**src/rtl/phase_seq_pkg.sv**
```systemverilog
// Shared types, default coffee-cycle durations and duration helper for the phase sequencer.
package phase_seq_pkg;

  typedef logic [0:0] state_t;
  localparam state_t ST_IDLE = 1'b0;
  localparam state_t ST_RUN  = 1'b1;

  localparam int unsigned DUR_BREW  = 5;
  localparam int unsigned DUR_STEAM = 3;
  localparam int unsigned DUR_WAIT  = 10;
  localparam int unsigned DUR_CLEAN = 4;

  // A programmed duration of zero still occupies one tick.
  function automatic int unsigned eff_dur(input int unsigned field);
    return (field == 32'd0) ? 32'd1 : field;
  endfunction

endpackage

```
**src/rtl/phase_sequencer_timer.sv**
```systemverilog
// Per-phase tick counter with clear/enable and terminal-count compare against the phase duration.
module phase_timer #(
  parameter int CNT_W = 4
) (
  input  logic             dividedclk,
  input  logic             reset,
  input  logic             clr,
  input  logic             inc,
  input  logic [CNT_W-1:0] d,
  output logic [CNT_W-1:0] elapsed,
  output logic             tc
);

  always_ff @(posedge dividedclk or posedge reset) begin
    if (reset)
      elapsed <= '0;
    else if (clr)
      elapsed <= '0;
    else if (inc)
      elapsed <= elapsed + CNT_W'(1);
  end

  // d is always at least 1, so d-1 cannot underflow.
  assign tc = (elapsed == d - CNT_W'(1));

endmodule

```
**src/rtl/phase_sequencer.sv**
```systemverilog
// Multi-phase timed sequencer: loop or one-shot runs through NUM_PHASES timed phases,
// with pause, skip and phase/cycle completion strobes for the LED and display logic.
module phase_sequencer
  import phase_seq_pkg::*;
#(
  parameter int NUM_PHASES = 4,
  parameter int CNT_W      = 4,
  parameter int PHASE_W    = $clog2(NUM_PHASES),
  parameter logic [NUM_PHASES*CNT_W-1:0] DURATIONS =
    {4'(DUR_CLEAN), 4'(DUR_WAIT), 4'(DUR_STEAM), 4'(DUR_BREW)}
) (
  input  logic                  reset,
  input  logic                  dividedclk,
  input  logic                  en,
  input  logic                  mode_loop,
  input  logic                  start,
  input  logic                  skip,
  output logic [NUM_PHASES-1:0] phase_onehot,
  output logic [PHASE_W-1:0]    phase_idx,
  output logic [CNT_W-1:0]      elapsed,
  output logic [CNT_W-1:0]      remaining,
  output logic                  busy,
  output logic                  phase_done,
  output logic                  cycle_done
);

  state_t             state_q;
  logic [PHASE_W-1:0] phase_idx_q;
  logic [CNT_W-1:0]   d_cur;
  logic [CNT_W-1:0]   elapsed_w;
  logic               tc;
  logic               busy_w;
  logic               last_phase;
  logic               phase_end;
  logic               tmr_clr;
  logic               tmr_inc;

  // Effective duration of the current phase
  always_comb begin
    d_cur = CNT_W'(1);
    for (int i = 0; i < NUM_PHASES; i++) begin
      if (phase_idx_q == PHASE_W'(i))
        d_cur = CNT_W'(eff_dur(32'(DURATIONS[i*CNT_W +: CNT_W])));
    end
  end

  assign busy_w     = (state_q == ST_RUN);
  assign last_phase = (phase_idx_q == PHASE_W'(NUM_PHASES - 1));
  // Skip and terminal count together collapse into one phase end.
  assign phase_end  = busy_w & en & (tc | skip);

  // Counter restarts on every phase entry; in IDLE it is held at zero.
  assign tmr_clr = en & (~busy_w | phase_end);
  assign tmr_inc = en & busy_w & ~phase_end;

  phase_timer #(
    .CNT_W (CNT_W)
  ) u_timer (
    .dividedclk (dividedclk),
    .reset      (reset),
    .clr        (tmr_clr),
    .inc        (tmr_inc),
    .d          (d_cur),
    .elapsed    (elapsed_w),
    .tc         (tc)
  );

  // FSM and phase index
  always_ff @(posedge dividedclk or posedge reset) begin
    if (reset) begin
      state_q     <= ST_IDLE;
      phase_idx_q <= '0;
    end else if (en) begin
      if (state_q == ST_IDLE) begin
        if (start | mode_loop) begin
          state_q     <= ST_RUN;
          phase_idx_q <= '0;
        end
      end else if (phase_end) begin
        if (!last_phase) begin
          phase_idx_q <= phase_idx_q + PHASE_W'(1);
        end else begin
          phase_idx_q <= '0;
          if (!mode_loop)
            state_q <= ST_IDLE;
        end
      end
    end
  end

  // Output decode
  always_comb begin
    phase_onehot = '0;
    for (int i = 0; i < NUM_PHASES; i++)
      phase_onehot[i] = busy_w & (phase_idx_q == PHASE_W'(i));
  end

  assign phase_idx  = phase_idx_q;
  assign elapsed    = elapsed_w;
  assign remaining  = busy_w ? (d_cur - elapsed_w) : '0;
  assign busy       = busy_w;
  assign phase_done = phase_end;
  assign cycle_done = phase_end & last_phase;

endmodule

```
**config.mk**
```make
export PLATFORM = sky130hd
export DESIGN_NAME = phase_sequencer
export DESIGN_NICKNAME = d
export VERILOG_FILES = /design/src/rtl/phase_seq_pkg.sv /design/src/rtl/phase_sequencer_timer.sv /design/src/rtl/phase_sequencer.sv
export SDC_FILE = /design/constraint.sdc
export NUM_CORES = 1
export LEC_CHECK = 0
export CORE_MARGIN = 2
export CORE_UTILIZATION = 40
export CTS_CLUSTER_DIAMETER = 80
export CTS_CLUSTER_SIZE = 14
export DETAILED_ROUTE_END_ITERATION = 8
export PLACE_DENSITY_LB_ADDON = 0.05
export REMOVE_ABC_BUFFERS = 1
export SLEW_MARGIN = 25
export SYNTH_ARGS = -nofsm -noshare
export SYNTH_HDL_FRONTEND = slang
export SYNTH_SLANG_ARGS = --single-unit
```
**constraint.sdc**
```tcl
create_clock -name dividedclk -period 3.4 [get_ports dividedclk]
set_clock_uncertainty 0.05 [all_clocks]
set_input_delay 0.34 -clock dividedclk [delete_from_list [all_inputs] [get_ports dividedclk]]
set_output_delay 0.34 -clock dividedclk [all_outputs]
set_load 0.02 [all_outputs]
```
==> tab_implementation.tex, run 1 <==
\begin{tabular}{lr}
\hline
Metric & Value \\
\hline
\multicolumn{2}{l}{\textbf{Status}} \\
\quad Run status & finished clean \\
\multicolumn{2}{l}{\textbf{Layout}} \\
\quad Final design area excluding fillers & around 920 um2 \\
\quad Antenna fix cells & 0 \\
\quad Post-route core utilization & 60.4\% \\
\quad Layout cell share with drive strength beyond 1 & $\sim$7.4\% \\
\quad Most frequent standard cell in the layout excluding fill and tap cells & clkdlybuf4s50\_1 \\
\quad Number of nets in the layout & around 110 \\
\quad Most frequent cells in the layout & clkdlybuf4s50\_1 (20), inv\_1 (11), ha\_1 (10) \\
\quad Layout overhead on the synthesized area & 41.0\% \\
\multicolumn{2}{l}{\textbf{Yosys}} \\
\quad Cell accounting for the most synthesized area & dfrtp\_1 \\
\quad Fraction of the mapped netlist area in adder cells & 22.2\% \\
\quad Combinational family with the most area after synthesis & adder cells \\
\quad Complex-gate fraction of the synthesized area & about 18\% \\
\quad Post-synthesis share of cell area spent on and, or, nand and nor gates & between 10\% and 20\% \\
\quad Post-synthesis average cell area & just over 9 um2 \\
\quad Combined area of all synthesized cells & between 600 and 700 um2 \\
\quad Sequential share of the synthesized area & around 27\% \\
\quad Xor/xnor cell area share of the yosys netlist & around 6.7\% \\
\quad Top cell type's share of synthesized area & 26.8\% \\
\quad Distinct cell type count after synthesis & 28 \\
\quad Fraction of synthesized area in multiplexers & under 10\% \\
\quad Main area contributors after synthesis & dfrtp\_1 (27\%), ha\_1 (19\%), inv\_1 (6.3\%) \\
\quad Syn Inst Count & 70 \\
\quad \#FFs+latches synth & 7 \\
\quad Yosys synthesis warning count & 0 \\
\multicolumn{2}{l}{\textbf{Timing}} \\
\quad Final setup fails & 0 \\
\quad Normalized max-slew margin & between 70\% and 80\% \\
\quad Highest achievable clock rate & 317 MHz \\
\quad Final-report hold violation count & 0 \\
\quad Count of final max-slew check failures & 0 \\
\quad Unrepaired setup endpoints after global routing & false \\
\quad Time the final worst path needs with I/O delays and setup & 3.15 ns \\
\quad Summed negative setup slack over all endpoints & 0 ns \\
\quad Period utilization & between 90\% and 100\% \\
\quad Worst Tran Pin Value & approximately 0.41 ns \\
\multicolumn{2}{l}{\textbf{Clock tree}} \\
\quad Post-CTS setup buffers & 0 \\
\quad Buffer cell driving the clock tree root & clkbuf\_4 \\
\quad CTS tree & built \\
\quad Total of cells resized after clock tree synthesis & 0 \\
\quad Clock sink total & 7 \\
\quad CTS Hold Bufs & 0 \\
\quad Clock buffer depth & 2 \\
\quad Total clock buffers created by CTS & 3 \\
\quad Clock transition at path regs & around 0.05 ns \\
\quad Clock Latency Late Sink & between 0.2 and 0.25 ns \\
\quad Number of H-tree levels & 1 \\
\multicolumn{2}{l}{\textbf{Routing}} \\
\quad Routed vias & 570 \\
\quad Violation count after the first detailed-routing iteration & 7 \\
\quad Average vias per placed instance & a little over 5 \\
\quad Antenna-violating nets left & 0 \\
\quad Final routed wire length divided by cell count & $\sim$13 um \\
\quad First-pass iteration count of the detailed router & 2 \\
\quad Post-Route WL & between 1 and 1.5 mm \\
\quad DRC Markers & 0 \\
\multicolumn{2}{l}{\textbf{Placed design}} \\
\quad HPWL reported at the end of detailed placement & between 1 and 1.5 mm \\
\quad Count of input and output buffers & 22 \\
\quad Placement Cell Area & 890 um2 \\
\quad Final weighted congestion in routability-driven placement & 0.725 \\
\multicolumn{2}{l}{\textbf{Worst setup path}} \\
\quad Kind of start point of the critical path & flip-flop \\
\quad Critical path start-end classification & flip-flop to primary output \\
\quad Crit path required time & 3.01 ns \\
\quad Type of element capturing the critical path & primary output \\
\quad Data arrival time of the critical path & 2.76 ns \\
\quad CP Max Fanout & 5 \\
\multicolumn{2}{l}{\textbf{Floorplan}} \\
\quad Vert. Die Dim & roughly 44 um \\
\quad Std-Cell Core Area & 1520 um2 \\
\quad Die outline area & approximately 2000 um2 \\
\quad FP Rows & 14 \\
\quad Die width & 44.4 um \\
\quad Effective utilization at floorplan & 42.9\% \\
\quad Number of top-level pins & 23 \\
\multicolumn{2}{l}{\textbf{Power}} \\
\quad Static Leak & between 0.4 and 0.5 nW \\
\quad Worst IR drop on VDD & 0.486 mV \\
\quad Pwr Density & 1190 nW/um2 \\
\multicolumn{2}{l}{\textbf{GRT}} \\
\quad Maximum number of pins on one net before global-route repair & 12 \\
\quad Total global routing overflow & 0 \\
\quad GRT Overall Usage & around 17\% \\
\quad Wire length of the first global-routing pass & between 2 and 2.5 mm \\
\quad Number of global-route vias before repair & approximately 560 \\
\quad Initial antenna violation count & 0 \\
\multicolumn{2}{l}{\textbf{Worst hold path}} \\
\quad Worst hold-check path type & input pin to async pin \\
\multicolumn{2}{l}{\textbf{Job}} \\
\quad \# Max-Cap Violations & 0 \\
\hline
\end{tabular}
-- registers in the layout, indices dropped and copies added (netlist names) --
register / cells
busy: 1
phase_idx: 2
u_timer.elapsed: 4
-- critical path, cell delays in order (launching register included) --
cell             delay (ns)
dfrtp_1                0.42
inv_1                  0.14
ha_1                   0.40
ha_1                   0.30
nor2b_1                0.13
o21a_1                 0.18
o21ai_0                0.13
nor3b_1                0.19
clkdlybuf4s50_1        0.63
-- stage by stage --
step	hold WS, ns	setup slack [ns]	total power (W)	cells
2_1_floorplan	0.0934	0.645	0.000690	69
3_3_place_gp	0.541	0.366	0.00101	107
3_5_place_dp	0.541	0.309	0.00103	107
4_1_cts	0.285	0.0430	0.00111	111
5_1_grt	0.323	0.0958	0.00119	111
6_report	0.292	0.248	0.00110	111
-- metal layers --
layer	global-route usage [%]	vias to the layer above	wire length [um]
met3	1.22	2	51
met5	0	-	0
met1	24.7	260	702
met4	3.64	0	6
li1	-	294	-
met2	27.1	14	652
-- cells in the mapped netlist, drive strengths merged --
cell / count
xnor2: 2
nor4: 1
a22o: 1
a32oi: 1
a21o: 1
o21a: 1
dfrtp: 7
nand2: 2
mux2: 1
clkbuf: 1
nor2b: 2
and2: 6
a21oi: 1
or2: 1
o21ai: 4
ha: 10
nor3b: 2
nand3b: 1
o22ai: 2
xor2: 3
o41ai: 1
fa: 1
nor2: 2
nor3: 2
o311ai: 1
inv: 11
o211a: 1
nand3: 1
-- final timing paths --
path                                         start                  to  slack [ns]  cells past startpoint
worst max-delay path                  phase_idx[0]        remaining[3]        0.25                      8
worst min-delay path                         reset        phase_idx[1]        0.29                      2
worst max register to register        phase_idx[0]        phase_idx[0]        0.79                      7
worst min register to register  u_timer.elapsed[2]  u_timer.elapsed[2]        0.56                      1
max in group asynchronous                    reset  u_timer.elapsed[2]        2.78                      2
min in group dividedclk         u_timer.elapsed[2]  u_timer.elapsed[2]        0.56                      1
-- power breakdown --
group,internal (W),switching (W),leakage (nW),total (W)
clock,0.0000445,0.0000267,0.0150,0.0000712
sequential,0.000111,0.0000468,0.0875,0.000158
combinational,0.000423,0.000444,0.354,0.000867
-- kinds of logic after synthesis --
| kind of cell | after synthesis |
|---|---|
| buffers and inverters | 12 |
| multiplexers | 1 |
| XOR/XNOR | 5 |
| AO/OA/AOI/OAI | 14 |
| AND/OR/NAND/NOR | 20 |
| flip-flops | 7 |
| adder cells (fa/ha/maj) | 11 |
-- cell type report --
cell class	count	area [um2]
fillers	146	603
flip-flops and latches	7	175
clock buffers	4	26.3
inverters	11	41.3
repair buffers	22	225
well taps	16	20.0
multi-input cells	51	433
Power figures use the tool's default switching activity.
==> inputs of run 2 (changes only) <==
--- a/config.mk
+++ b/config.mk
@@ -12,6 +12,7 @@
 export DETAILED_ROUTE_END_ITERATION = 8
 export PLACE_DENSITY_LB_ADDON = 0.05
 export REMOVE_ABC_BUFFERS = 1
+export SKIP_LAST_GASP = 1
 export SLEW_MARGIN = 25
 export SYNTH_ARGS = -nofsm -noshare
 export SYNTH_HDL_FRONTEND = slang
==> results of run 2 <==
No change in the layout: final DEF, timing and power equal those of run 1.
